==> config.mk <==
export PLATFORM = sky130hd
export DESIGN_NAME = uart_tx_scheduler
export DESIGN_NICKNAME = d
export VERILOG_FILES = /design/src/rtl/uart_sched_pkg.sv /design/src/rtl/byte_fifo.sv /design/src/rtl/uart_tx_scheduler.sv
export SDC_FILE = /design/constraint.sdc
export NUM_CORES = 1
export LEC_CHECK = 0
export ABC_AREA = 1
export BUFFER_PORTS_ARGS = -buffer_cell sky130_fd_sc_hd__buf_2
export CORE_MARGIN = 5
export CORE_UTILIZATION = 46
export CTS_CLUSTER_SIZE = 16
export DETAILED_ROUTE_END_ITERATION = 16
export GPL_ROUTABILITY_DRIVEN = 0
export PLACE_DENSITY = 0.75
export SKIP_CTS_REPAIR_TIMING = 1
export SLEW_MARGIN = 20
export SYNTH_ARGS = -nofsm -noshare
export SYNTH_HDL_FRONTEND = slang
export SYNTH_HIERARCHICAL = 1
export SYNTH_SLANG_ARGS = --single-unit
==> constraint.sdc <==
create_clock -name clk -period 3.4 [get_ports clk]
set_input_delay 0.34 -clock clk [delete_from_list [all_inputs] [get_ports clk]]
set_output_delay 0.34 -clock clk [all_outputs]
set_load 0.1 [all_outputs]
==> src/rtl/uart_sched_pkg.sv <==
// Shared types and constants for the UART transmit scheduler:
// FSM state encoding, status-word bit positions and default sizing.
package uart_sched_pkg;

    typedef enum logic [1:0] {
        IDLE  = 2'd0,
        START = 2'd1,
        WAIT  = 2'd2,
        GAP   = 2'd3
    } sched_state_t;

    localparam int ST_EMPTY   = 0;
    localparam int ST_FULL    = 1;
    localparam int ST_BUSY    = 2;
    localparam int ST_OVF     = 3;
    localparam int ST_CNT_LSB = 8;

    localparam int DEF_DEPTH      = 8;
    localparam int DEF_GAP_CYCLES = 2;

endpackage

==> src/rtl/byte_fifo.sv <==
// Byte queue with registered count; full/empty come from the count only.
// flush wins over push and pop in the same cycle.
module byte_fifo
    import uart_sched_pkg::*;
#(
    parameter int DEPTH = DEF_DEPTH,
    parameter int CNT_W = $clog2(DEPTH) + 1
) (
    input  logic             clk,
    input  logic             reset,
    input  logic             push,
    input  logic             pop,
    input  logic             flush,
    input  logic [7:0]       din,
    output logic [7:0]       dout,
    output logic [CNT_W-1:0] count,
    output logic             full,
    output logic             empty
);
    localparam int ADDR_W = $clog2(DEPTH);

    logic [7:0]        r_mem [DEPTH];
    logic [ADDR_W-1:0] r_rd_ptr;
    logic [ADDR_W-1:0] r_wr_ptr;
    logic [CNT_W-1:0]  r_count;
    logic              w_do_pop;
    logic              w_do_push;

    assign empty     = (r_count == '0);
    assign full      = (r_count == CNT_W'(DEPTH));
    assign w_do_pop  = pop && !empty && !flush;
    // A pop in the same cycle frees the slot a full queue would otherwise refuse.
    assign w_do_push = push && (!full || w_do_pop) && !flush;
    assign dout      = r_mem[r_rd_ptr];
    assign count     = r_count;

    always_ff @(posedge clk) begin
        if (w_do_push) begin
            r_mem[r_wr_ptr] <= din;
        end
    end

    always_ff @(posedge clk) begin
        if (reset || flush) begin
            r_rd_ptr <= '0;
            r_wr_ptr <= '0;
            r_count  <= '0;
        end else begin
            if (w_do_push) begin
                r_wr_ptr <= r_wr_ptr + ADDR_W'(1);
            end
            if (w_do_pop) begin
                r_rd_ptr <= r_rd_ptr + ADDR_W'(1);
            end
            if (w_do_push && !w_do_pop) begin
                r_count <= r_count + CNT_W'(1);
            end else if (w_do_pop && !w_do_push) begin
                r_count <= r_count - CNT_W'(1);
            end
        end
    end

endmodule

==> src/rtl/uart_tx_scheduler.sv <==
// Queues core stores to the UART TX address and feeds the transmitter one
// byte at a time, with an idle gap after each completed frame.
module uart_tx_scheduler
    import uart_sched_pkg::*;
#(
    parameter int DEPTH      = DEF_DEPTH,
    parameter int GAP_CYCLES = DEF_GAP_CYCLES,
    parameter int CNT_W      = $clog2(DEPTH) + 1
) (
    input  logic             clk,
    input  logic             reset,
    input  logic             wr_en,
    input  logic [7:0]       wr_data,
    input  logic             flush,
    input  logic             tx_done,
    output logic             tx_start,
    output logic [7:0]       tx_data,
    output logic [CNT_W-1:0] count,
    output logic             empty,
    output logic             full,
    output logic             busy,
    output logic             overflow,
    output logic [31:0]      status_word
);
    localparam int GAP_W = (GAP_CYCLES > 1) ? $clog2(GAP_CYCLES) : 1;
    localparam logic [GAP_W-1:0] GAP_LOAD = GAP_W'((GAP_CYCLES > 0) ? GAP_CYCLES - 1 : 0);

    sched_state_t     r_state;
    sched_state_t     w_state_nxt;
    logic [GAP_W-1:0] r_gap_cnt;
    logic [GAP_W-1:0] w_gap_nxt;
    logic             r_tx_start;
    logic [7:0]       r_tx_data;
    logic             r_busy;
    logic             r_overflow;
    logic             w_pop;
    logic [7:0]       w_fifo_dout;

    byte_fifo #(
        .DEPTH (DEPTH),
        .CNT_W (CNT_W)
    ) u_fifo (
        .clk   (clk),
        .reset (reset),
        .push  (wr_en),
        .pop   (w_pop),
        .flush (flush),
        .din   (wr_data),
        .dout  (w_fifo_dout),
        .count (count),
        .full  (full),
        .empty (empty)
    );

    always_comb begin
        w_state_nxt = r_state;
        w_gap_nxt   = r_gap_cnt;
        w_pop       = 1'b0;
        case (r_state)
            IDLE: begin
                // A flush in the pop cycle suppresses the pop and keeps us in IDLE.
                if (!empty && !flush) begin
                    w_pop       = 1'b1;
                    w_state_nxt = START;
                end
            end
            START: w_state_nxt = WAIT;
            WAIT: begin
                if (tx_done) begin
                    if (GAP_CYCLES == 0) begin
                        w_state_nxt = IDLE;
                    end else begin
                        w_state_nxt = GAP;
                        w_gap_nxt   = GAP_LOAD;
                    end
                end
            end
            GAP: begin
                if (r_gap_cnt == '0) begin
                    w_state_nxt = IDLE;
                end else begin
                    w_gap_nxt = r_gap_cnt - GAP_W'(1);
                end
            end
            default: w_state_nxt = IDLE;
        endcase
    end

    always_ff @(posedge clk) begin
        if (reset) begin
            r_state    <= IDLE;
            r_gap_cnt  <= '0;
            r_tx_start <= 1'b0;
            r_tx_data  <= 8'h00;
            r_busy     <= 1'b0;
            r_overflow <= 1'b0;
        end else begin
            r_state    <= w_state_nxt;
            r_gap_cnt  <= w_gap_nxt;
            r_tx_start <= w_pop;
            r_busy     <= (w_state_nxt != IDLE);
            if (w_pop) begin
                r_tx_data <= w_fifo_dout;
            end
            if (flush) begin
                r_overflow <= 1'b0;
            end else if (wr_en && full && !w_pop) begin
                r_overflow <= 1'b1;
            end
        end
    end

    assign tx_start = r_tx_start;
    assign tx_data  = r_tx_data;
    assign busy     = r_busy;
    assign overflow = r_overflow;

    always_comb begin
        status_word                        = '0;
        status_word[ST_CNT_LSB +: CNT_W]   = count;
        status_word[ST_OVF]                = r_overflow;
        status_word[ST_BUSY]               = r_busy;
        status_word[ST_FULL]               = full;
        status_word[ST_EMPTY]              = empty;
    end

endmodule

* Yosys cells after proc, flatten, opt, wreduce, memory -nomap -nowiden
Memories as Yosys holds them, arrays and structs flattened. A register that Yosys moved wholly into a read port is not among the register bits.
Index checks and enable logic that the tools add are counted.
** Operators by class
- Add/sub/neg operators :: 5
- Multiply operators :: 0
- Divide/modulo/power cells :: 0
- Magnitude comparators :: 0
- Eq/ne operators :: 5
- Shifts and indexed selects :: 0
- Muxes and demuxes :: 13
- Bitwise gates (word level) :: 0
- Reductions and logical operators :: 24
** Operators with widths (count)
- logical AND 1 bit :: 9
- 2-to-1 mux 4 bit :: 2
- case mux 2 bit (4 select lines) :: 1
- adder 3 x 1 -> 3 bit (second input constant) :: 2
- logical NOT 1 bit :: 6
- 2-to-1 mux 1 bit :: 6
- 2-to-1 mux 2 bit :: 3
- nonzero test 2 bit :: 3
- adder 4 x 1 -> 4 bit (second input constant) :: 1
- == test 2 bit (second input constant) :: 2
- == test 4 bit (second input constant) :: 1
- logical NOT 4 bit :: 1
- subtractor 4 x 1 -> 4 bit (second input constant) :: 1
- == test 2 x 1 -> 1 bit (second input constant) :: 1
- logical NOT 2 bit :: 1
- logical OR 1 bit :: 2
- != test 2 bit (second input constant) :: 1
- case mux 1 bit (2 select lines) :: 1
- AND reduction 2 bit :: 1
- OR reduction 2 bit :: 1
- subtractor 1 bit (second input constant) :: 1
** Word-level totals
- Bits in registers :: 16
- Bits in latches :: 0
- Bits in writable memories :: 64
- Bits in read-only memories :: 0
- Input bits :: 13
- Output and inout bits :: 49
- Logic and storage cells :: 56
- Memories kept :: 1
** Memories
- u_fifo.r_mem :: depth 8, bits a word 8, read ports 1, clocked after Yosys merged registers in 1, wr ports 1, RTL line byte_fifo.sv:22 : logic [7:0] r_mem [DEPTH];

* Longest topological paths before layout
Gate-level depths: netlist of run 1.
- Depth in word-level cells :: 14
- Gate-level depth with buffers :: 20
- Mapped depth without buffers :: 20

* Modules after synthesis
The synthesis of run 1 kept the hierarchy.
** By module, submodules not included
- byte_fifo :: instances 1, cells an instance 298, area each 3268.1 µm², sequential area each 2182.1 µm²
- uart_tx_scheduler :: instances 1, cells an instance 99, area each 772.0 µm², sequential area each 280.3 µm²

* Worst setup path before layout of run 1
OpenSTA, ideal clock, no wires.
- Path kind :: register to output
- From :: register u_fifo.r_count[3], in the netlist u_fifo/count[3]
- To :: output status_word[1]
- Data arrival time :: 4783 ps
- Slack :: -1723 ps
- Stages on the path, launching flop included :: 4
- Path buffers :: 1
- Path through :: dfxtp_1 -> inv_2 -> nor4_1 -> buf_4
** On the way
- Cells in the longest elaborated chain, start to end :: 1
** RTL lines
- from (decl) :: RTL line byte_fifo.sv:25 : logic [CNT_W-1:0] r_count;
- from (signal assigned) :: RTL line byte_fifo.sv:56 : r_count <= r_count + CNT_W'(1);
- from (signal assigned) :: RTL line byte_fifo.sv:58 : r_count <= r_count - CNT_W'(1);
- == test 4 bit :: RTL line byte_fifo.sv:30 : assign full = (r_count == CNT_W'(DEPTH));
- to (decl) :: RTL line uart_tx_scheduler.sv:23 : output logic [31:0] status_word
No other way between the ends.

* Worst setup path in the final report of run 1
- From :: register u_fifo.r_count[1], in the netlist u_fifo/count[1]
- To :: register u_fifo.r_count[3], in the netlist u_fifo/count[3]
** On the way
- Cells in the longest elaborated chain, start to end :: 13
** RTL lines
- logical NOT 4 bit * :: RTL line byte_fifo.sv:29 : assign empty = (r_count == '0);
- logical NOT 1 bit * :: RTL line uart_tx_scheduler.sv:62 : if (!empty && !flush) begin
- logical AND 1 bit * :: RTL line uart_tx_scheduler.sv:62
- 2-to-1 mux 1 bit * :: RTL line uart_tx_scheduler.sv:62
- 2-to-1 mux 1 bit * :: RTL line uart_tx_scheduler.sv:59 : case (r_state)
- net w_pop :: RTL line uart_tx_scheduler.sv:36 : logic w_pop;
- logical AND 1 bit * (2 in series) :: RTL line byte_fifo.sv:31 : assign w_do_pop = pop && !empty && !flush;
- logical OR 1 bit * :: RTL line byte_fifo.sv:33 : assign w_do_push = push && (!full || w_do_pop) && !flush;
- logical AND 1 bit * (2 in series) :: RTL line byte_fifo.sv:33
- net u_fifo.w_do_push :: RTL line byte_fifo.sv:27 : logic w_do_push;
- logical NOT 1 bit :: RTL line byte_fifo.sv:57 : end else if (w_do_pop && !w_do_push) begin
- logical AND 1 bit :: RTL line byte_fifo.sv:57
- nonzero test 2 bit (no line)
The timed path passes the listed nets; every way through them passes the cells marked *. The select of a mux whose other input is x is not followed.
A chain may end at the register's enable or synchronous reset.

==> results.md, run 1 <==
| Quantity | This run | Unit |
|:---|:---|:---|
| Critical setup path kind | flip-flop to flip-flop | - |
| Total number of clock tree sinks | 91 | - |
| Arrival time at the worst endpoint | 3.15 | ns |
| First-pass GRT wire length | 12370 | um |
| HP Class | input pin to flip-flop | - |
| Hold path cells | 1 | - |
| Sequential fraction of the synthesis area | 60.95 | % |
| Leading cell type by number of instances after synthesis | sky130_fd_sc_hd__nor2_1 | - |
| Routed via count divided by cell count | 4.969 | - |
| Share of the clock period used by the worst path | 84.66 | % |
| Hold slack final | 0.2517 | ns |
| Asr flop ratio synth | 0 | % |
| Clk buf depth | 2 | - |
| Number of warning messages in the yosys log | 6 | - |
| Clock Tree Root | sky130_fd_sc_hd__clkbuf_8 | - |
| Share of final-layout standard cells stronger than drive strength 1 | 18.26 | % |
| Synthesized flop and latch total | 91 | - |
| Filler Cell Count | 750 | - |
| RSZ-0062 raised after global routing | no | - |
| Outcome | completed | - |
| TritonRoute pass-1 iters | 5 | - |
| Finish-stage setup viols | 0 | - |
| Switching power summed over all nets | 698.0 | uW |
| Worst supply voltage drop on vdd | 0.0001754 | V |
| Power share of the clock group | 31.2 | % |
| Min cycle time layout | 2.878 | ns |
| Number of antenna violations at the first check in global routing | 0 | - |
| Sequential fraction of design power | 52.3 | % |
| Commonest register cell after synthesis | sky130_fd_sc_hd__edfxtp_1 | - |
| Summed instance area of the synthesized netlist | 4040 | um^2 |
| Critical Path Start Type | flip-flop | - |
| I/O pins | 62 | - |
| Highest Clock Rate | 0.3474 | GHz |
| Quantity of I/O buffers inserted on ports | 37 | - |
| Register-to-Register Setup Slack | 0.52 | ns |
| Detailed Place HPWL | 5011 | um |
| Maximum number of pins on one net before global-route repair | 33 | - |
| Final-report max-slew violation count | 0 | - |
| Overall fraction of global-route tracks in use | 14.24 | % |
| Area leader, netlist | sky130_fd_sc_hd__edfxtp_1 | - |
| Core Rows | 34 | - |
| Iteration-0 DRC count of the detailed router | 176 | - |
| Count of endpoints failing hold in the final timing report | 0 | - |
| Aggregate global routing overflow | 0 | - |
| Worst reg-to-reg path cell count | 20 | - |
| Largest fanout on the critical path | 12 | - |
| Effective utilization at floorplan | 46.78 | % |
| Die H | 103.7 | um |
| Fin Clk Skew | 0.008804 | ns |
| Total power density per cell area | 530.9 | nW/um^2 |
| Post-synthesis instance total | 397 | - |
| Worst path required time | 3.67 | ns |
| Via count of the first global-routing pass | 2528 | - |
| Area added between synthesis and finish | 8.702 | % |
| Routed wire length | 7525 | um |
| Pint | 1.633 | mW |
| TritonCTS buffer count | 9 | - |
| Busiest layer in global routing | met2 | - |
| Leading cell types by count after synthesis | sky130_fd_sc_hd__nor2_1 (83), sky130_fd_sc_hd__edfxtp_1 (64), sky130_fd_sc_hd__nand2_1 (56) | - |
| Worst reg2reg path startpoint | u_fifo/count[1] | - |
| Worst Max-Slew Pin Slew | 0.7030 | ns |
| R2r endpoint | u_fifo/count[3] | - |
| Routing usage on met2 | 24.59 | % |
| Maximum Capacitance Violations | 0 | - |
| Share of the synthesized area in the top cell type | 47.57 | % |
| Max-Slew Margin vs Limit | 53.07 | % |
| Clock tree from TritonCTS | built | - |
| Die Area | 10760 | um^2 |
| Routed vias | 2713 | - |
| CTS H-tree lvls | 3 | - |
| Antenna Nets Post-Route | 0 | - |
| Clk pin slew, worst setup/hold paths | 0.09 | ns |
| Grt met1 use | 17.39 | % |
| Setup TNS | 0 | ns |
| Number of nets in the final layout | 452 | - |
| Post-DR wirelength/cell | 13.78 | um |
| Std-Cell Core Area | 8636 | um^2 |
| Die Width | 103.7 | um |
| CP endpoint kind | flip-flop | - |
| Remaining design rule violation count | 0 | - |
| Antenna cell count | 0 | - |
| Leakage power | 1.809 | nW |
| Switch share | 29.94 | % |
| Count of different cell masters after synthesis | 33 | - |
| Worst-Skew Late Latency | 0.35 | ns |
| Fraction of met3 tracks used by global routing | 2.239 | % |
| Number of enable flip-flop cells after synthesis | 64 | - |
| Worst Hold Path EP | u_fifo/r_mem[0][1] | - |
| Post-Syn Area per Cell | 10.18 | um^2 |
| Combinational share of power | 16.5 | % |
| Cells taking the most area after synthesis | sky130_fd_sc_hd__edfxtp_1 (48%), sky130_fd_sc_hd__dfxtp_1 (13%), sky130_fd_sc_hd__nor2_1 (7.7%) | - |
| Startpoint of the lowest-slack hold path | wr_data[1] | - |
==> logic make-up (layout without fill, tap and decap cells) <==
| logic type | after synthesis | in the layout | share of synthesized area, % |
|---|---|---|---|
| compound gates | 71 | 71 | 9.415 |
| xor+xnor | 4 | 4 | 0.8673 |
| buf+inv | 70 | 88 | 10.96 |
| flops | 91 | 91 | 60.95 |
| simple gates | 154 | 154 | 15.67 |
| other cells | 1 | 24 | 0.09282 |
| fa+ha+maj | 6 | 6 | 2.044 |
==> worst max-delay path by stage <==
stage               startpoint               to  slack (ns)  cells past startpoint
2_1_floorplan  u_fifo/count[3]   status_word[1]       0.001                      3
3_3_place_gp   u_fifo/count[1]  u_fifo/count[3]        0.67                     20
3_5_place_dp   u_fifo/count[1]  u_fifo/count[3]        0.59                     20
4_1_cts        u_fifo/count[1]  u_fifo/count[3]        0.55                     20
5_1_grt        u_fifo/count[1]  u_fifo/count[3]        0.22                     20
6_report       u_fifo/count[1]  u_fifo/count[3]        0.52                     20
==> registers in the layout, summed over array words and instances, names as in the netlist, named ones only <==
signal	cells
busy	1
overflow	1
r_gap_cnt	1
r_state	2
tx_data	8
tx_start	1
u_fifo/count	4
u_fifo/r_mem	64
u_fifo/r_rd_ptr	3
u_fifo/r_wr_ptr	3
==> stage by stage <==
step / cell area, um^2 / utilization (%) / setup WS (ns) / std cells / power, mW
after floorplan: 4138 / - / 0.001063 / 420 / 1.603
after detailed placement: 4180 / 48.41 / 0.5881 / 530 / 1.629
after global placement: 4180 / 48.41 / 0.6726 / 530 / 1.624
after global routing: 4392 / 50.85 / 0.2153 / 546 / 2.413
after CTS: 4390 / 50.84 / 0.5491 / 546 / 2.346
final: 4392 / 50.85 / 0.5216 / 546 / 2.331
==> metal layers <==
| metal | part of all wire, % | up-vias |
|---|---|---|
| met1 | 40 | 1269 |
| met2 | 51 | 89 |
| met4 | 2.5 | 0 |
| met3 | 6.0 | 17 |
| li1 | - | 1338 |
| met5 | 0 | - |
==> power groups by stage <==
stage / Clock, mW / Combinational (mW) / Sequential [mW]
after global placement: 0 / 0.380 / 1.24
final: 0.728 / 0.385 / 1.22
after CTS: 0.742 / 0.385 / 1.22
after global routing: 0.786 / 0.405 / 1.22
after detailed placement: 0 / 0.384 / 1.24
after floorplan: 0 / 0.275 / 1.33
==> cell type report <==
type                       instances  area [um^2]  share of cell area, %
tap                              108        135.1                  3.077
sequential                        91         2469                  56.21
multi-input combinational        259         1227                  27.95
inverter                          26        97.59                  2.222
clock inverter                     2        15.01                 0.3419
timing repair buffer              46        252.7                  5.755
clock buffer                      14        195.2                  4.444
==> cell usage in the layout, fill, tap and decap left out <==
cell type / instances
sky130_fd_sc_hd__nor2_1: 83
sky130_fd_sc_hd__edfxtp_1: 64
sky130_fd_sc_hd__nand2_1: 56
sky130_fd_sc_hd__buf_2: 37
sky130_fd_sc_hd__o21ai_1: 27
sky130_fd_sc_hd__conb_1: 24
sky130_fd_sc_hd__o21ai_0: 23
sky130_fd_sc_hd__dfxtp_1: 22
sky130_fd_sc_hd__inv_1: 20
sky130_fd_sc_hd__a21oi_1: 11
sky130_fd_sc_hd__clkbuf_8: 10
sky130_fd_sc_hd__buf_4: 9
sky130_fd_sc_hd__o21bai_1: 8
sky130_fd_sc_hd__inv_2: 5
sky130_fd_sc_hd__nand3_1: 5
sky130_fd_sc_hd__ha_1: 5
sky130_fd_sc_hd__dfxtp_2: 5
sky130_fd_sc_hd__xor2_1: 3
sky130_fd_sc_hd__nor2_2: 2
sky130_fd_sc_hd__nand2_2: 2
sky130_fd_sc_hd__clkbuf_1: 2
sky130_fd_sc_hd__clkbuf_16: 2
sky130_fd_sc_hd__or2_2: 1
sky130_fd_sc_hd__inv_4: 1
sky130_fd_sc_hd__clkinv_4: 1
sky130_fd_sc_hd__nand3_2: 1
sky130_fd_sc_hd__nand3b_4: 1
sky130_fd_sc_hd__nand4_2: 1
sky130_fd_sc_hd__o21ai_2: 1
sky130_fd_sc_hd__nor4_2: 1
sky130_fd_sc_hd__clkinv_1: 1
sky130_fd_sc_hd__nand4_1: 1
sky130_fd_sc_hd__a31oi_1: 1
sky130_fd_sc_hd__xnor2_1: 1
sky130_fd_sc_hd__fa_1: 1
==> critical path, stage by stage, from the launching register on <==
cell and delay, ns:
sky130_fd_sc_hd__dfxtp_2 0.36, sky130_fd_sc_hd__nor2_1 0.21, sky130_fd_sc_hd__nand3_2 0.13, sky130_fd_sc_hd__inv_1 0.10, sky130_fd_sc_hd__nor2_1 0.06, sky130_fd_sc_hd__nand2_2 0.19
sky130_fd_sc_hd__inv_2 0.15, sky130_fd_sc_hd__inv_1 0.09, sky130_fd_sc_hd__nand4_2 0.12, sky130_fd_sc_hd__nand2_1 0.13, sky130_fd_sc_hd__inv_2 0.07, sky130_fd_sc_hd__ha_1 0.24
sky130_fd_sc_hd__inv_1 0.12, sky130_fd_sc_hd__ha_1 0.29, sky130_fd_sc_hd__nand2_1 0.10, sky130_fd_sc_hd__nand2_1 0.06, sky130_fd_sc_hd__nor2_1 0.10, sky130_fd_sc_hd__nand2_1 0.06
sky130_fd_sc_hd__nand2_1 0.06, sky130_fd_sc_hd__nand2_1 0.04, sky130_fd_sc_hd__a21oi_1 0.10
(Power assumes the default switching activity.)
==> run 2: changes to the inputs <==
--- a/config.mk
+++ b/config.mk
@@ -12,7 +12,7 @@
 export CTS_CLUSTER_SIZE = 16
 export DETAILED_ROUTE_END_ITERATION = 16
 export GPL_ROUTABILITY_DRIVEN = 0
-export PLACE_DENSITY = 0.75
+export PLACE_DENSITY = 0.77
 export SKIP_CTS_REPAIR_TIMING = 1
 export SLEW_MARGIN = 20
 export SYNTH_ARGS = -nofsm -noshare
==> constraint.sdc (replaced) <==
create_clock -name clk -period 2.5 [get_ports clk]
set_input_delay 0.25 -clock clk [delete_from_list [all_inputs] [get_ports clk]]
set_output_delay 0.25 -clock clk [all_outputs]
set_load 0.1 [all_outputs]
==> results.md, run 2 (same netlist as run 1, synthesis figures left out) <==
| Quantity | This run | Unit | Delta |
|:---|:---|:---|:---|
| Outcome | completed | - | unchanged |
| Antenna Nets Post-Route | 0 | - | unchanged |
| Finish-stage setup viols | 0 | - | unchanged |
| Share of the core filled with cells | 52.87 | % | was 50.85% |
| Busiest layer in global routing | met2 | - | unchanged |
| Sequential fraction of design power | 52.0 | % | was 52.3% |
| Grt met1 use | 17.97 | % | was 17.39% |
| Clk pin slew, worst setup/hold paths | 0.09 | ns | about the same |
| I/O pins | 62 | - | unchanged |
| Routed via count divided by cell count | 4.949 | - | was 4.969 |
| Leakage power | 1.836 | nW | was 1.809 nW |
| Switching power summed over all nets | 978.1 | uW | was 698.0 uW |
| Final-report max-slew violation count | 0 | - | unchanged |
| Commonest cells after routing, fill and taps aside | sky130_fd_sc_hd__nor2_1 (73), sky130_fd_sc_hd__edfxtp_1 (64), sky130_fd_sc_hd__nand2_1 (54), sky130_fd_sc_hd__buf_2 (37), sky130_fd_sc_hd__o21ai_1 (28) | - | was sky130_fd_sc_hd__nor2_1 (83), sky130_fd_sc_hd__edfxtp_1 (64), sky130_fd_sc_hd__nand2_1 (56), sky130_fd_sc_hd__buf_2 (37), sky130_fd_sc_hd__o21ai_1 (27) |
| Flip-flop count of the largest register after layout | 64 | - | unchanged |
| Area added between synthesis and finish | 13.01 | % | was 8.702% |
| Die H | 103.7 | um | unchanged |
| Combinational share of power | 17.6 | % | was 16.5% |
| Worst Max-Slew Pin Slew | 0.5682 | ns | was 0.7030 ns |
| Critical setup path kind | flip-flop to flip-flop | - | unchanged |
| Via count of the first global-routing pass | 2709 | - | was 2528 |
| Register name with the most flops | u_fifo/r_mem | - | unchanged |
| Clock tree from TritonCTS | built | - | unchanged |
| Max-Slew Margin vs Limit | 62.07 | % | was 53.07% |
| Post-DR wirelength/cell | 14.63 | um | was 13.78 um |
| RSZ-0062 raised after global routing | no | - | unchanged |
| Maximum Capacitance Violations | 0 | - | unchanged |
| Quantity of I/O buffers inserted on ports | 37 | - | unchanged |
| Count of non-filler cells in the finished layout | 550 | - | was 546 |
| Routed wire length | 8048 | um | was 7525 um |
| Effective utilization at floorplan | 46.78 | % | unchanged |
| Die Area | 10760 | um^2 | unchanged |
| Detailed Place HPWL | 5221 | um | was 5011 um |
| CTS H-tree lvls | 3 | - | unchanged |
| CP endpoint kind | flip-flop | - | unchanged |
| Total number of clock tree sinks | 91 | - | unchanged |
| TritonCTS buffer count | 9 | - | unchanged |
| Largest fanout on the critical path | 5 | - | was 12 |
| Filler Cell Count | 735 | - | was 750 |
| Aggregate global routing overflow | 0 | - | unchanged |
| Core Rows | 34 | - | unchanged |
| Number of nets in the final layout | 456 | - | was 452 |
| HP Class | input pin to flip-flop | - | unchanged |
| Fin Clk Skew | 0.01119 | ns | was 0.008804 ns |
| TritonRoute pass-1 iters | 5 | - | unchanged |
| Arrival time at the worst endpoint | 2.51 | ns | was 3.15 ns |
| Instance count after placement with tap cells included | 525 | - | was 530 |
| Worst-Skew Late Latency | 0.34 | ns | was 0.35 ns |
| Post-placement setup slack | 0.1921 | ns | was 0.5881 ns |
| Remaining design rule violation count | 0 | - | unchanged |
| Post-route setup slack | 0.2524 | ns | was 0.5216 ns |
| Total power density per cell area | 696.7 | nW/um^2 | was 530.9 nW/um^2 |
| Routed vias | 2722 | - | was 2713 |
| Clock Tree Root | sky130_fd_sc_hd__clkbuf_8 | - | unchanged |
| Share of final-layout standard cells stronger than drive strength 1 | 23.08 | % | was 18.26% |
| Count of endpoints failing hold in the final timing report | 0 | - | unchanged |
| Std-Cell Core Area | 8636 | um^2 | unchanged |
| Antenna cell count | 0 | - | unchanged |
| Clk buf depth | 2 | - | unchanged |
| Fraction of met3 tracks used by global routing | 2.488 | % | was 2.239% |
| Min cycle time layout | 2.248 | ns | was 2.878 ns |
| Leading cell type in the layout, fill and taps excluded | sky130_fd_sc_hd__nor2_1 | - | unchanged |
| Switch share | 30.75 | % | was 29.94% |
| Overall fraction of global-route tracks in use | 14.70 | % | was 14.24% |
| Highest Clock Rate | 0.4449 | GHz | was 0.3474 GHz |
| Worst path required time | 2.77 | ns | was 3.67 ns |
| Worst supply voltage drop on vdd | 0.0002552 | V | was 0.0001754 V |
| Number of antenna violations at the first check in global routing | 0 | - | unchanged |
| Iteration-0 DRC count of the detailed router | 120 | - | was 176 |
| Die Width | 103.7 | um | unchanged |
| Critical Path Start Type | flip-flop | - | unchanged |
| Power share of the clock group | 30.4 | % | was 31.2% |
| Maximum number of pins on one net before global-route repair | 33 | - | unchanged |
| Routing usage on met2 | 25.55 | % | was 24.59% |
| Share of the clock period used by the worst path | 89.91 | % | was 84.66% |
| Pint | 2.203 | mW | was 1.633 mW |
| First-pass GRT wire length | 12860 | um | was 12370 um |
-- run 2: cell types whose count changed in the layout (fill, tap and decap cells not counted), sizes merged --
cell      previous run  this run
clkinvlp             0         1
buf                 46        50
clkinv               2         3
clkbuf              14        12
-- run 2: critical path, cell delays in order, from the launching register on --
cell                         delay (ns)
sky130_fd_sc_hd__dfxtp_4           0.37
sky130_fd_sc_hd__nor2_4            0.14
sky130_fd_sc_hd__nand3_4           0.11
sky130_fd_sc_hd__clkinvlp_4        0.10
sky130_fd_sc_hd__nor2_2            0.04
sky130_fd_sc_hd__nand2_2           0.08
sky130_fd_sc_hd__clkinv_4          0.05
sky130_fd_sc_hd__inv_2             0.04
sky130_fd_sc_hd__nand4_2           0.10
sky130_fd_sc_hd__nand2_2           0.12
sky130_fd_sc_hd__inv_4             0.06
sky130_fd_sc_hd__ha_4              0.17
sky130_fd_sc_hd__inv_4             0.08
sky130_fd_sc_hd__ha_4              0.22
sky130_fd_sc_hd__nand2_2           0.07
sky130_fd_sc_hd__nand2_1           0.05
sky130_fd_sc_hd__nor2_1            0.09
sky130_fd_sc_hd__nand2_1           0.05
sky130_fd_sc_hd__nand2_1           0.05
sky130_fd_sc_hd__nand2_1           0.04
sky130_fd_sc_hd__a21oi_1           0.12
-- run 2: power by group through the flow --
stage,combinational [mW],sequential (mW),clock (mW)
4_1_cts,0.546,1.66,0.981
6_report,0.560,1.66,0.965
3_5_place_dp,0.544,1.69,0
3_3_place_gp,0.537,1.69,0
5_1_grt,0.586,1.66,1.05
2_1_floorplan,0.392,1.81,0
-- run 2: metrics by stage --
step	TNS [ns]	power [mW]	cell area, um^2	hold slack, ns
floorplan	-9.532	2.199	4288	0.3489
finish	0	3.181	4566	0.1553
CTS	0	3.185	4493	0.1473
global route	0	3.291	4566	0.1665
detailed placement	0	2.238	4293	0.4498
global placement	0	2.229	4293	0.4395
-- run 2: layout make-up --
cell class | count | area, um^2 | area share [%]
Sequential cell | 91 | 2477 | 54.26
Multi-Input combinational cell | 259 | 1354 | 29.65
Timing Repair Buffer | 50 | 282.8 | 6.193
Clock buffer | 12 | 177.7 | 3.891
Tap cell | 108 | 135.1 | 2.960
Inverter | 26 | 116.4 | 2.549
Clock inverter | 4 | 22.52 | 0.4933
-- run 2: final timing paths --
path | from | endpoint | slack [ns] | cells past startpoint
setup / recovery | u_fifo/count[0] | u_fifo/count[3] | 0.25 | 20
hold / removal | tx_done | r_gap_cnt | 0.16 | 3
setup reg to reg | u_fifo/count[0] | u_fifo/count[3] | 0.25 | 20
hold reg to reg | overflow | overflow | 0.46 | 2
-- run 2: routing by layer --
| layer | up-vias | part of all wire (%) |
|---|---|---|
| met3 | 10 | 5.7 |
| met5 | - | 0 |
| li1 | 1340 | - |
| met2 | 78 | 52 |
| met1 | 1294 | 41 |
| met4 | 0 | 1.2 |
==> run 3: changes to the inputs <==
--- a/config.mk
+++ b/config.mk
@@ -8,11 +8,11 @@
 export ABC_AREA = 1
 export BUFFER_PORTS_ARGS = -buffer_cell sky130_fd_sc_hd__buf_2
 export CORE_MARGIN = 5
-export CORE_UTILIZATION = 46
+export CORE_UTILIZATION = 30
 export CTS_CLUSTER_SIZE = 16
 export DETAILED_ROUTE_END_ITERATION = 16
 export GPL_ROUTABILITY_DRIVEN = 0
-export PLACE_DENSITY = 0.77
+export PLACE_DENSITY = 0.57
 export SKIP_CTS_REPAIR_TIMING = 1
 export SLEW_MARGIN = 20
 export SYNTH_ARGS = -nofsm -noshare
==> results.md, run 3 (same netlist as run 1, synthesis figures left out) <==
| Quantity | This run | Unit | Delta |
|:---|:---|:---|:---|
| Delay contributed by the slowest stage of the critical path | 0.37 | ns | about the same |
| Setup TNS | 0 | ns | unchanged |
| Total number of clock tree sinks | 91 | - | unchanged |
| Commonest cells after routing, fill and taps aside | sky130_fd_sc_hd__nor2_1 (73), sky130_fd_sc_hd__edfxtp_1 (64), sky130_fd_sc_hd__nand2_1 (54), sky130_fd_sc_hd__buf_2 (37), sky130_fd_sc_hd__o21ai_1 (28) | - | unchanged |
| Register name with the most flops | u_fifo/r_mem | - | unchanged |
| Core Rows | 42 | - | was 34 |
| Maximum Capacitance Violations | 0 | - | unchanged |
| Worst reg-to-reg path cell count | 20 | - | unchanged |
| Count of non-filler cells in the finished layout | 613 | - | was 550 |
| Outcome | completed | - | unchanged |
| Hold slack final | 0.1773 | ns | was 0.1553 ns |
| Largest fanout on the critical path | 5 | - | unchanged |
| Max-Slew Margin vs Limit | 61.69 | % | was 62.07% |
| Count of endpoints failing hold in the final timing report | 0 | - | unchanged |
| Std-Cell Core Area | 13240 | um^2 | was 8636 um^2 |
| Aggregate global routing overflow | 0 | - | unchanged |
| CP endpoint kind | flip-flop | - | unchanged |
| Via count of the first global-routing pass | 2610 | - | was 2709 |
| Effective utilization at floorplan | 30.51 | % | was 46.78% |
| Iteration-0 DRC count of the detailed router | 138 | - | was 120 |
| Highest Clock Rate | 0.4456 | GHz | was 0.4449 GHz |
| RSZ-0062 raised after global routing | no | - | unchanged |
| Register-to-Register Setup Slack | 0.26 | ns | was 0.25 ns |
| Clk pin slew, worst setup/hold paths | 0.07 | ns | was 0.09 ns |
| Die Width | 126.0 | um | was 103.7 um |
| Final-report max-slew violation count | 0 | - | unchanged |
| Delay-heaviest family, CP | simple AND/OR/NAND/NOR gates | - | unchanged |
| Critical setup path kind | flip-flop to flip-flop | - | unchanged |
| Antenna Nets Post-Route | 0 | - | unchanged |
| Leading cell type in the layout, fill and taps excluded | sky130_fd_sc_hd__nor2_1 | - | unchanged |
| Area added between synthesis and finish | 15.79 | % | was 13.01% |
| Crit-path slowest cell | sky130_fd_sc_hd__dfxtp_4 | - | unchanged |
| Arrival time at the worst endpoint | 2.50 | ns | was 2.51 ns |
| HP Class | input pin to flip-flop | - | unchanged |
| Sequence of cells on the critical path | nor2_4 -> nand3_4 -> clkinvlp_4 -> nor2_2 -> nand2_2 -> clkinv_4 -> inv_2 -> nand4_2 -> nand2_2 -> inv_2 -> ha_4 -> inv_4 -> ha_4 -> nand2_2 -> nand2_1 -> nor2_1 -> nand2_1 -> nand2_1 -> nand2_1 -> a21oi_1 | - | was nor2_4 -> nand3_4 -> clkinvlp_4 -> nor2_2 -> nand2_2 -> clkinv_4 -> inv_2 -> nand4_2 -> nand2_2 -> inv_4 -> ha_4 -> inv_4 -> ha_4 -> nand2_2 -> nand2_1 -> nor2_1 -> nand2_1 -> nand2_1 -> nand2_1 -> a21oi_1 |
| Startpoint of the lowest-slack hold path | tx_done | - | unchanged |
| Detailed Place HPWL | 5553 | um | was 5221 um |
| TritonCTS buffer count | 9 | - | unchanged |
| Leakage power | 1.831 | nW | was 1.836 nW |
| CTS H-tree lvls | 3 | - | unchanged |
| Die H | 126.0 | um | was 103.7 um |
| I/O pins | 62 | - | unchanged |
| Worst path required time | 2.76 | ns | was 2.77 ns |
| Hold path cells | 3 | - | unchanged |
| Remaining design rule violation count | 0 | - | unchanged |
| Count of buffer and inverter cells on the critical path | 5 | - | unchanged |
| Routed via count divided by cell count | 4.341 | - | was 4.949 |
| Worst Hold Path EP | r_gap_cnt | - | unchanged |
| R2r endpoint | u_fifo/count[3] | - | unchanged |
| Overall fraction of global-route tracks in use | 10.69 | % | was 14.70% |
| Fin Clk Skew | 0.008539 | ns | was 0.01119 ns |
| Share of final-layout standard cells stronger than drive strength 1 | 22.43 | % | was 23.08% |
| Antenna cell count | 0 | - | unchanged |
| TritonRoute pass-1 iters | 4 | - | was 5 |
| Routed vias | 2661 | - | was 2722 |
| First-pass GRT wire length | 13360 | um | was 12860 um |
| Post-DR wirelength/cell | 13.62 | um | was 14.63 um |
| Clk buf depth | 2 | - | unchanged |
| Clock tree from TritonCTS | built | - | unchanged |
| Share of the clock period used by the worst path | 89.76 | % | was 89.91% |
| Number of antenna violations at the first check in global routing | 0 | - | unchanged |
| Quantity of I/O buffers inserted on ports | 37 | - | unchanged |
| Routed wire length | 8346 | um | was 8048 um |
| Min cycle time layout | 2.244 | ns | was 2.248 ns |
| Worst-Skew Late Latency | 0.33 | ns | was 0.34 ns |
| Number of nets in the final layout | 451 | - | was 456 |
| Clock Tree Root | sky130_fd_sc_hd__clkbuf_16 | - | was sky130_fd_sc_hd__clkbuf_8 |
| Cell with the most instances on the worst path | sky130_fd_sc_hd__nand2_1 | - | unchanged |
| Maximum number of pins on one net before global-route repair | 33 | - | unchanged |
| Finish-stage setup viols | 0 | - | unchanged |
| Critical Path Start Type | flip-flop | - | unchanged |
| Total power density per cell area | 735.9 | nW/um^2 | was 696.7 nW/um^2 |
| Worst reg2reg path startpoint | u_fifo/count[0] | - | unchanged |
| Flip-flop count of the largest register after layout | 64 | - | unchanged |
| Worst supply voltage drop on vdd | 0.0003460 | V | was 0.0002552 V |
| Die Area | 15890 | um^2 | was 10760 um^2 |
| Worst Max-Slew Pin Slew | 0.5738 | ns | was 0.5682 ns |
| Instance count after placement with tap cells included | 594 | - | was 525 |
==> run 3: cell types whose count changed in the layout (fill, tap and decap cells not counted), sizes merged <==
| cell | previous run | this run |
|---|---|---|
| buf | 50 | 45 |
| clkbuf | 12 | 10 |
| clkinv | 3 | 5 |
| clkinvlp | 1 | 2 |
| inv | 26 | 25 |
==> run 3: worst max-delay path by stage <==
stage                 endpoint  cells past startpoint  slack, ns             from
2_1_floorplan  u_fifo/count[3]                     19      -0.38  u_fifo/count[0]
3_3_place_gp   u_fifo/count[3]                     20       0.25  u_fifo/count[0]
3_5_place_dp   u_fifo/count[3]                     20       0.19  u_fifo/count[0]
4_1_cts        u_fifo/count[3]                     20       0.16  u_fifo/count[1]
5_1_grt        u_fifo/count[3]                     18       0.03  u_fifo/count[3]
6_report       u_fifo/count[3]                     20       0.26  u_fifo/count[0]
==> run 3: final cells by class <==
cell class                 count  area (um^2)
multi-input combinational    259         1354
fill                        1322         8564
inverter                      26        113.9
timing repair buffer          45        245.2
clock buffer                  10        229.0
clock inverter                 6        38.79
tap                          176        220.2
sequential                    91         2477
==> run 3: metal layers <==
metal  wire [um]  part of all wire (%)  GRT usage, %
met1        3503                    42         12.65
met2        4235                    51         18.53
met3         456                   5.5         2.625
met4         150                   1.8         4.479
met5           0                     0             0
==> run 3: worst reg2reg max path: stages (launching register included) <==
cell and delay, ns:
sky130_fd_sc_hd__dfxtp_4 0.37, sky130_fd_sc_hd__nor2_4 0.15, sky130_fd_sc_hd__nand3_4 0.11, sky130_fd_sc_hd__clkinvlp_4 0.10, sky130_fd_sc_hd__nor2_2 0.04, sky130_fd_sc_hd__nand2_2 0.08, sky130_fd_sc_hd__clkinv_4 0.06, sky130_fd_sc_hd__inv_2 0.04
sky130_fd_sc_hd__nand4_2 0.09, sky130_fd_sc_hd__nand2_2 0.12, sky130_fd_sc_hd__inv_2 0.07, sky130_fd_sc_hd__ha_4 0.18, sky130_fd_sc_hd__inv_4 0.08, sky130_fd_sc_hd__ha_4 0.22, sky130_fd_sc_hd__nand2_2 0.06, sky130_fd_sc_hd__nand2_1 0.05
sky130_fd_sc_hd__nor2_1 0.10, sky130_fd_sc_hd__nand2_1 0.06, sky130_fd_sc_hd__nand2_1 0.05, sky130_fd_sc_hd__nand2_1 0.05, sky130_fd_sc_hd__a21oi_1 0.11
==> run 3: where the power goes <==
| part | internal [mW] | switching [mW] |
|---|---|---|
| registers | 1.64 | 0.0193 |
| clock network | 0.674 | 0.559 |
| logic | 0.0827 | 0.470 |
==> run 3: per-stage QoR <==
step                      instance area (um^2)  worst slack [ns]  utilization [%]  total power, mW
final                                     4678            0.2559            35.33            3.443
after global routing                      4678           0.03416            35.33            3.576
after CTS                                 4653            0.1616            35.14            3.477
after detailed placement                  4385            0.1853            33.12            2.241
after global placement                    4385            0.2491            33.12            2.236
after floorplan                           4288           -0.3763                -            2.199
